File: config.mk
export PLATFORM = sky130hd
export DESIGN_NAME = deserializer_fsm
export DESIGN_NICKNAME = d
export VERILOG_FILES = /design/src/rtl/fir_serial_pkg.sv /design/src/rtl/deserializer_fsm.sv
export SDC_FILE = /design/constraint.sdc
export NUM_CORES = 1
export LEC_CHECK = 0
export BUFFER_PORTS_ARGS = -buffer_cell sky130_fd_sc_hd__buf_2
export CORE_ASPECT_RATIO = 1.5
export CORE_MARGIN = 10
export CORE_UTILIZATION = 37
export DETAILED_ROUTE_END_ITERATION = 10
export PLACE_DENSITY = 0.54
export SLEW_MARGIN = 5
export SYNTH_ARGS = -nofsm -noshare
export SYNTH_HDL_FRONTEND = slang
export SYNTH_SLANG_ARGS = --single-unit
export TNS_END_PERCENT = 20
File: constraint.sdc
create_clock -name i_clk -period 3.85 [get_ports i_clk]
set_input_delay 0.77 -clock i_clk [delete_from_list [all_inputs] [get_ports i_clk]]
set_output_delay 0.77 -clock i_clk [all_outputs]
set_load 0.05 [all_outputs]
File: src/rtl/fir_serial_pkg.sv
// Shared definitions for the FIR bit-serial link (transmit and receive sides).
package fir_serial_pkg;

    // Default word width and inter-beat idle limit used by both link ends.
    localparam int DEFAULT_LENGTH  = 24;
    localparam int DEFAULT_TIMEOUT = 16;

    // Deserializer control states.
    typedef enum logic [1:0] {
        S_IDLE  = 2'd0,
        S_SHIFT = 2'd1,
        S_OUT   = 2'd2
    } state_t;

endpackage

File: src/rtl/deserializer_fsm.sv
// deserializer_fsm: assembles an LSB-first bit-serial stream into LENGTH-bit
// words and hands them downstream over a valid/ready interface. A partial
// word is dropped if the source goes idle for TIMEOUT enabled cycles.
module deserializer_fsm
    import fir_serial_pkg::*;
#(
    parameter int LENGTH  = DEFAULT_LENGTH,
    parameter int TIMEOUT = DEFAULT_TIMEOUT
) (
    input  logic              i_clk,
    input  logic              i_rst,
    input  logic              i_en,
    input  logic              i_din,
    input  logic              i_din_valid,
    output logic              o_ready,
    output logic [LENGTH-1:0] ov_dout,
    output logic              o_dout_valid,
    input  logic              i_ready,
    output logic              o_abort
);

    localparam int CNT_W = $clog2(LENGTH + 1);
    // A zero-width gap counter is not legal, so keep one bit when the timeout is off.
    localparam int GAP_W = (TIMEOUT > 0) ? $clog2(TIMEOUT + 1) : 1;
    localparam logic [CNT_W-1:0] LEN_C = CNT_W'(LENGTH);
    localparam logic [GAP_W-1:0] GAP_C = GAP_W'(TIMEOUT);

    state_t            r_state;
    state_t            w_state_next;
    logic [CNT_W-1:0]  r_cnt;
    logic [CNT_W-1:0]  w_cnt_next;
    logic [CNT_W-1:0]  w_cnt_inc;
    logic [GAP_W-1:0]  r_gap;
    logic [GAP_W-1:0]  w_gap_next;
    logic [GAP_W-1:0]  w_gap_inc;
    logic [LENGTH-1:0] w_shifted;
    logic [LENGTH-1:0] r_dout;
    logic              r_ready;
    logic              r_dout_valid;
    logic              r_abort;
    logic              w_beat;
    logic              w_load;
    logic              w_abort_next;

    // i_en is applied at the registers; these terms assume an enabled cycle.
    assign w_beat    = i_din_valid && r_ready;
    assign w_cnt_inc = r_cnt + CNT_W'(1);
    assign w_gap_inc = r_gap + GAP_W'(1);

    // Shift register: w_shifted is the value after accepting i_din this cycle.
    generate
        if (LENGTH == 1) begin : g_single
            assign w_shifted = i_din;
        end else begin : g_multi
            // Bit 0 of the full shift value is discarded on the next shift,
            // so only the upper LENGTH-1 bits need to be stored.
            logic [LENGTH-2:0] r_shift;

            // Accumulate received bits; cleared on reset or when a word is aborted.
            always_ff @(posedge i_clk) begin
                if (i_rst) begin
                    r_shift <= '0;
                end else if (i_en) begin
                    if (w_abort_next) begin
                        r_shift <= '0;
                    end else if (w_beat) begin
                        r_shift <= w_shifted[LENGTH-1:1];
                    end
                end
            end

            assign w_shifted = {i_din, r_shift};
        end
    endgenerate

    // Next-state, counter and abort decision for the receive FSM.
    always_comb begin
        w_state_next = r_state;
        w_cnt_next   = r_cnt;
        w_gap_next   = r_gap;
        w_load       = 1'b0;
        w_abort_next = 1'b0;
        case (r_state)
            // Idle always holds a zero bit count, so both states share the beat path.
            S_IDLE, S_SHIFT: begin
                if (w_beat) begin
                    // A completing beat wins over any timeout on the same cycle.
                    w_gap_next = '0;
                    if (w_cnt_inc == LEN_C) begin
                        w_state_next = S_OUT;
                        w_cnt_next   = '0;
                        w_load       = 1'b1;
                    end else begin
                        w_state_next = S_SHIFT;
                        w_cnt_next   = w_cnt_inc;
                    end
                end else if ((r_state == S_SHIFT) && (TIMEOUT > 0)) begin
                    if (w_gap_inc == GAP_C) begin
                        w_abort_next = 1'b1;
                        w_state_next = S_IDLE;
                        w_cnt_next   = '0;
                        w_gap_next   = '0;
                    end else begin
                        w_gap_next = w_gap_inc;
                    end
                end
            end
            S_OUT: begin
                if (r_dout_valid && i_ready) begin
                    w_state_next = S_IDLE;
                end
            end
            default: begin
                w_state_next = S_IDLE;
                w_cnt_next   = '0;
                w_gap_next   = '0;
            end
        endcase
    end

    // State/counter registers and outputs, all derived from the next state.
    always_ff @(posedge i_clk) begin
        if (i_rst) begin
            r_state      <= S_IDLE;
            r_cnt        <= '0;
            r_gap        <= '0;
            r_dout       <= '0;
            r_ready      <= 1'b0;
            r_dout_valid <= 1'b0;
            r_abort      <= 1'b0;
        end else if (i_en) begin
            r_state      <= w_state_next;
            r_cnt        <= w_cnt_next;
            r_gap        <= w_gap_next;
            r_ready      <= (w_state_next != S_OUT);
            r_dout_valid <= (w_state_next == S_OUT);
            r_abort      <= w_abort_next;
            if (w_load) begin
                r_dout <= w_shifted;
            end
        end
    end

    assign o_ready      = r_ready;
    assign ov_dout      = r_dout;
    assign o_dout_valid = r_dout_valid;
    assign o_abort      = r_abort;

endmodule

==> results of run 1 <==
-- power by group through the flow --
stage | registers (uW) | logic, uW | clock network, uW
after floorplan | 666 | 36.0 | 0
after global placement | 665 | 50.9 | 0
after detailed placement | 665 | 50.8 | 0
after CTS | 650 | 51.2 | 604
after global routing | 650 | 56.4 | 628
final | 651 | 50.9 | 589
-- cells in the mapped netlist, types with 2 or more instances --
master    instances  area [sq um]
a21oi_1          10         50.05
o22ai_1          23         143.9
inv_1             4         15.01
o21ai_0           4         20.02
nor2b_1           2         12.51
buf_2             3         15.01
mux2i_1           3         30.03
nand2b_1          2         12.51
a311oi_1          2         17.52
nand2_1          34         127.6
nor3_1            4         20.02
a31o_2            6         52.55
a31o_1           17         148.9
a211oi_1          2         15.01
nand3b_1          2         15.01
dfxtp_1          62          1241
o32ai_1           2         17.52
buf_6             4         45.04
nand3_1          30         150.1
buf_4             2         15.01
clkbuf_1         17         63.81
ha_1              2         25.02
nor4_1           23         143.9
a21o_1            2         15.01
nor2_1            4         15.01
-- through the flow --
| stage | hold slack, ns | utilization (%) | instances | instance area [sq um] | setup WS, ns |
|---|---|---|---|---|---|
| 6_report | 0.4712 | 43.42 | 395 | 3015 | 1.541 |
| 3_3_place_gp | 0.4540 | 40.52 | 379 | 2814 | 1.335 |
| 2_1_floorplan | 0.4468 | - | 291 | 2665 | 1.979 |
| 4_1_cts | 0.4749 | 43.42 | 395 | 3015 | 1.549 |
| 5_1_grt | 0.4863 | 43.42 | 395 | 3015 | 1.362 |
| 3_5_place_dp | 0.4601 | 40.52 | 379 | 2814 | 1.314 |
-- sequential cells by signal (all words and copies together), names as in the netlist --
| register | count |
|---|---|
| o_ready | 1 |
| ov_dout | 24 |
| g_multi.r_shift | 23 |
| o_dout_valid | 1 |
| r_cnt | 5 |
| r_gap | 5 |
| o_abort | 1 |
| r_state | 2 |
-- layout make-up --
class / instances / area [sq um]
Clock buffer: 13 / 158.9
Multi-Input combinational cell: 198 / 1266
Tap cell: 78 / 97.59
Inverter: 5 / 18.77
Sequential cell: 62 / 1241
Fill cell: 711 / 3929
Timing Repair Buffer: 36 / 190.2
Clock inverter: 3 / 42.54
-- worst reg2reg max path: stages (launching register included) --
cell     delay (ns)
dfxtp_1        0.41
ha_1           0.23
nand2_1        0.57
inv_1          0.33
nand3_4        0.32
a31o_2         0.36
-- final timing paths --
path,startpoint,to,slack [ns],cells past startpoint
max,r_cnt[1],ov_dout[9],1.54,5
min reg2reg,ov_dout[20],ov_dout[20],0.47,1
max reg2reg,r_cnt[1],ov_dout[9],1.54,5
min,ov_dout[20],ov_dout[20],0.47,1
-- cell families after synthesis --
kind of cell,synth area share (%)
flops,46.57
simple gates,22.96
fa+ha+maj,0.9388
buf+inv,5.915
compound gates,21.60
mux,1.690
xor+xnor,0.3287
-- per-layer routing --
| metal | vias to the layer above | track usage (%) | share of wire, % |
|---|---|---|---|
| li1 | 1149 | - | - |
| met1 | 1106 | 14.57 | 45 |
| met2 | 47 | 19.59 | 50 |
| met3 | 8 | 2.941 | 3.1 |
| met4 | 0 | 7.685 | 2.2 |
| met5 | - | 0 | 0 |
-- layout by cell type (no fill, tap or decap), types with 2 or more instances in the layout --
| cell | n |
|---|---|
| a21o_1 | 2 |
| buf_2 | 32 |
| a311oi_1 | 2 |
| clkbuf_1 | 2 |
| nor4_1 | 23 |
| a21oi_1 | 10 |
| buf_4 | 4 |
| nor3_1 | 4 |
| o21ai_0 | 4 |
| o32ai_1 | 2 |
| nand3b_1 | 2 |
| o22ai_1 | 23 |
| mux2i_1 | 3 |
| nor2b_1 | 2 |
| nand2_1 | 34 |
| a31o_2 | 6 |
| a31o_1 | 17 |
| nor2_1 | 4 |
| nand3_1 | 30 |
| ha_1 | 2 |
| a211oi_1 | 2 |
| dfxtp_1 | 62 |
| inv_1 | 4 |
| clkbuf_8 | 11 |
| nand2b_1 | 2 |
==> metrics.md, run 1 <==
| Metric | Value |
|---|---|
| Cell chain of the critical path | ha_1, nand2_1, inv_1, nand3_4, a31o_2 |
| Post-synth EDFFs | 0 |
| Setup crit start kind | flip-flop |
| All-Layer GR Usage | 12.34% |
| Power Total | 1290 uW |
| Netlist cell types | 50 |
| Synthesized flop and latch total | 62 |
| RSZ-0062 raised after global routing | no |
| Largest net degree at the start of global routing | 47 |
| Die Ht | 123.9 um |
| First-pass GRT wire length | 10.68 mm |
| P_int | 990.8 uW |
| Die width | 89.30 um |
| Worst path required time | 4.08 ns |
| Clock Path Buffers | 2 |
| TNS Setup | 0 ns |
| Congestion Overflow GR | 0 |
| Die Outline Area | 11070 sq um |
| Ant diodes | 0 |
| Crit path max-delay family | simple AND/OR/NAND/NOR gates |
| Seq pwr share | 50.4% |
| Share of cells above drive strength 1 | 19.87% |
| Drt wl/cell | 16.45 um |
| Final Hold Vio Count | 0 |
| # nets final | 320 |
| Area growth, synth to finish | 13.15% |
| Maximum VDD drop | 0.2083 mV |
| Clock network power share | 45.6% |
| H-tree levels | 3 |
| Port-buffer cells | 32 |
| Critical path type | reg2reg |
| DR vias/cell | 5.848 |
| CP max stage delay | 0.57 ns |
| DP Wirelength | 4.156 mm |
| Routed wire length | 6.498 mm |
| Buf/Inv on CP | 1 |
| Post_cts resized | 0 |
| Setup violators final | 0 |
| Clock Skews | 0.008650 ns |
| Clock transition at path regs | 0.07 ns |
| Worst slew pin tran | 0.9509 ns |
| Critical Path End Type | flip-flop |
| Worst Hold Class | reg2reg |
| Clock sinks | 62 |
| Ys async rst share | 0% |
| Vias | 2310 |
| P_leak | 0.001112 uW |
| Worst Path Max Fanout | 29 |
| CP arrival | 2.54 ns |
| Syn_nets | 299 |
| Ys Warns | 0 |
| Post-Synthesis Cells | 291 |
| Antenna Violating Nets Remaining | 0 |
| Slowest cell on crit path | nand2_1 |
| Sequential area share after synthesis | 46.57% |
| Initial antenna violation count | 0 |
| Max Clk Rate | 433.1 MHz |
| DRT iter0 DRCs | 88 |
| Number of global-route vias before repair | 2199 |
| Core area | 6944 sq um |
| Switching Fraction | 23.19% |
| Row count | 37 |
| Root Buffer | clkbuf_8 |
| Clk_lat worst skew | 0.34 ns |
| Slew Limit Fails | 0 |
| Pre-antenna DRT Iters | 4 |
| Switch Pwr | 299.1 uW |
| Total setup buffers inserted after CTS | 0 |
| Ys flop type | dfxtp_1 |
| Hold_buf cts | 0 |
| Worst slew margin | 36.45% |
| Max cap viols | 0 |
| Time the worst path needs with I/O delays and setup | 2.309 ns |
| Status | complete, no violations |
| Num CTS Buffers | 9 |
| Fin crit share | 59.97% |
| Mean Syn Cell Area | 9.158 sq um |
| Drt drc | 0 |
| Post-Syn Area | 2665 sq um |
| Starting Density | 38.38% |
| GP Congestion | 0.7793 |
| Pwr per Cell Area | 427.8 nW/um^2 |
| TritonCTS clock tree | yes |
| Combinational group share of total power | 3.9% |
| I/O Pins | 33 |
Power figures use the tool's default switching activity.
==> inputs of run 2 (changes only) <==
--- a/config.mk
+++ b/config.mk
@@ -5,6 +5,7 @@
 export SDC_FILE = /design/constraint.sdc
 export NUM_CORES = 1
 export LEC_CHECK = 0
+export ABC_AREA = 1
 export BUFFER_PORTS_ARGS = -buffer_cell sky130_fd_sc_hd__buf_2
 export CORE_ASPECT_RATIO = 1.5
 export CORE_MARGIN = 10
==> constraint.sdc (replaced) <==
create_clock -name i_clk -period 2.3 [get_ports i_clk]
set_input_delay 0.46 -clock i_clk [delete_from_list [all_inputs] [get_ports i_clk]]
set_output_delay 0.46 -clock i_clk [all_outputs]
set_load 0.05 [all_outputs]
==> metrics.md, run 2 <==
| Metric | Value |
|---|---|
| Status | complete, no violations |
| Commonest non-fill, non-tap cells in the layout | 62 x dfxtp_1, 58 x nand2_1, 46 x nor2_1 |
| H-tree levels | 3 (unchanged) |
| All-Layer GR Usage | 12.10% (-0.24 points) |
| Worst slew pin tran | 0.7827 ns (-0.1682 ns) |
| Max reg flops | 24 (unchanged) |
| I/O Pins | 33 (unchanged) |
| Worst path required time | 2.58 ns (-1.50 ns) |
| Num CTS Buffers | 9 (unchanged) |
| Ranking of synthesized cells by area | dfxtp_1 47%, nand2_1 8.2%, nor2_1 6.5% |
| R2r worst-path depth | 9 (+4) |
| Congestion Overflow GR | 0 (unchanged) |
| Final Non-Filler Cells | 442 (+12%) |
| Die width | 89.33 um (about the same) |
| Cell with the most instances after synthesis | dfxtp_1 |
| Ys async rst share | 0% (unchanged) |
| Final Cell Area | 2989 sq um (-0.87%) |
| Fillers | 739 (+3.9%) |
| Synthesized flop and latch total | 62 (unchanged) |
| Routed wire length | 6.103 mm (-6.1%) |
| Critical path type | reg2reg |
| Post_cts resized | 0 (unchanged) |
| Placed cells | 428 (+13%) |
| Share of cells above drive strength 1 | 22.25% (+2.4 points) |
| Commonest non-fill, non-tap cell in the layout | dfxtp_1 |
| Number of global-route vias before repair | 2171 (-1.3%) |
| Die Outline Area | 11080 sq um (about the same) |
| Critical Path End Type | flip-flop |
| Fin crit share | 80.43% (+20 points) |
| R2r endpoint | ov_dout[1] |
| Worst Path Max Fanout | 27 (-6.9%) |
| Dpl cell area | 2815 sq um (about the same) |
| Initial antenna violation count | 0 (unchanged) |
| Area growth, synth to finish | 12.05% |
| Max cap viols | 0 (unchanged) |
| Clock Path Buffers | 2 (unchanged) |
| Clock sinks | 62 (unchanged) |
| Worst Hold Class | in2reg |
| Hold Worst Slack | 0.3708 ns (-0.1004 ns) |
| P_leak | 0.001214 uW (+9.2%) |
| Post-Synthesis Cells | 333 (+14%) |
| DR vias/cell | 5.000 (-15%) |
| Ys Warns | 0 (unchanged) |
| Ant diodes | 0 (unchanged) |
| RSZ-0062 raised after global routing | no |
| Mean Syn Cell Area | 8.011 sq um (-13%) |
| Netlist cell types | 31 (-38%) |
| DRT iter0 DRCs | 100 (+14%) |
| Die Ht | 124.0 um (about the same) |
| Ys flop type | dfxtp_1 |
| Core area | 6944 sq um (unchanged) |
| Max Clk Rate | 540.6 MHz (+25%) |
| Drt drc | 0 (unchanged) |
| Cell accounting for the most synthesized area | dfxtp_1 |
| Final Hold Vio Count | 0 (unchanged) |
| Row count | 37 (unchanged) |
| R2r startpoint | r_cnt[0] |
| Root Buffer | clkbuf_8 |
| GP Congestion | 0.7953 (+2.1%) |
| Antenna Violating Nets Remaining | 0 (unchanged) |
| Area share of the largest cell type after synthesis | 46.53% (about the same) |
| Port-buffer cells | 32 (unchanged) |
| Largest net degree at the start of global routing | 30 (-36%) |
| Setup violators final | 0 (unchanged) |
| Hold_buf cts | 0 (unchanged) |
| Total setup buffers inserted after CTS | 0 (unchanged) |
| Worst Setup SP | r_cnt[0] |
| Sequential area share after synthesis | 46.53% (about the same) |
| Clock Skews | 0.008273 ns (-0.0003772 ns) |
| Maximum VDD drop | 0.3561 mV (+71%) |
| Post-synth EDFFs | 0 (unchanged) |
| TNS Setup | 0 ns (unchanged) |
| Slew Limit Fails | 0 (unchanged) |
| R2r setup slk | 0.45 ns (-1.09 ns) |
| Critical Path End | ov_dout[1] |
| Clk_lat worst skew | 0.35 ns (about the same) |
| Drt wl/cell | 13.81 um (-16%) |
| Worst slew margin | 47.76% (+11 points) |
| Starting Density | 38.41% (about the same) |
| CP arrival | 2.13 ns (-0.41 ns) |
| Pre-antenna DRT Iters | 4 (unchanged) |
| Post-Syn Area | 2668 sq um (about the same) |
| Vias | 2210 (-4.3%) |
| # nets final | 369 (+15%) |
| TritonCTS clock tree | yes |
| Time the worst path needs with I/O delays and setup | 1.850 ns (-0.4588 ns) |
| Pwr per Cell Area | 686.0 nW/um^2 (+60%) |
| DP Wirelength | 4.115 mm (-0.97%) |
| First-pass GRT wire length | 10.29 mm (-3.6%) |
| Syn_nets | 341 (+14%) |
| Commonest cells in the netlist | 62 x dfxtp_1, 58 x nand2_1, 46 x nor2_1 |
| Setup crit start kind | flip-flop |
| Clock transition at path regs | 0.06 ns (about the same) |
-- run 2: cell types whose count changed after synthesis, sizes merged, moves of 4 or more --
cell | previous run | this run
a21oi | 10 | 32
a31o | 23 | 0
clkbuf | 17 | 6
inv | 5 | 15
nand2 | 34 | 64
nand3 | 31 | 35
nand4 | 1 | 6
nor2 | 5 | 61
nor4 | 24 | 0
o21ai | 4 | 32
o22ai | 23 | 0
-- run 2: worst max-delay path: stages (launching register included) --
cell and delay [ns]:
dfxtp_1 0.42, ha_1 0.29, nand4_1 0.12, nand2_1 0.16, nand2_4 0.07, nor2_4 0.09, nand2_4 0.18, inv_6 0.26
nor2_1 0.07, nor2_1 0.10
-- run 2: worst min-delay path by stage --
stage | endpoint | slack, ns | cells past startpoint | from
2_1_floorplan | r_cnt[4] | 0.45 | 2 | r_cnt[4]
3_3_place_gp | ov_dout[20] | 0.46 | 2 | ov_dout[20]
3_5_place_dp | g_multi.r_shift[20] | 0.47 | 2 | g_multi.r_shift[21]
4_1_cts | g_multi.r_shift[22] | 0.36 | 3 | i_din
5_1_grt | g_multi.r_shift[22] | 0.37 | 3 | i_din
6_report | ov_dout[23] | 0.37 | 3 | i_din
-- run 2: per-stage QoR --
stage | util [%] | total power [uW] | setup WS [ns]
finish | 43.05 | 2051 | 0.4501
global route | 43.05 | 2131 | 0.3010
CTS | 43.05 | 2078 | 0.4078
detailed placement | 40.54 | 1206 | 0.4345
global placement | 40.54 | 1206 | 0.4913
floorplan | - | 1176 | 0.5744
-- run 2: layout make-up --
type | instances | area (sq um) | share of cell area (%)
clock buffers | 13 | 168.9 | 5.651
clock inverters | 1 | 5.005 | 0.1674
inverters | 16 | 78.83 | 2.637
multi-input cells | 237 | 1202 | 40.23
flip-flops and latches | 62 | 1241 | 41.52
well taps | 78 | 97.59 | 3.265
repair buffers | 35 | 195.2 | 6.530
-- run 2: kinds of logic after synthesis --
kind of cell / count (synthesis) / share of synthesized area (%)
XOR/XNOR: 2 / 0.6568
AND/OR/NAND/NOR: 168 / 30.77
buffers and inverters: 34 / 8.396
adder cells (fa/ha/maj): 2 / 0.9379
AO/OA/AOI/OAI: 65 / 12.71
flip-flops: 62 / 46.53
-- run 2: metal layers --
metal  track usage [%]  vias up  share of wire, %
li1                  -     1147                 -
met1             13.33     1021                43
met2             19.68       29                50
met3             3.268       13               4.2
met4             8.383        0               3.3
met5                 0        -                 0
-- run 2: power breakdown --
part / internal (uW) / total, uW / switching [uW]
combinational: 28.7 / 94.4 / 65.7
sequential: 1080 / 1090 / 7.67
clock: 466 / 869 / 404
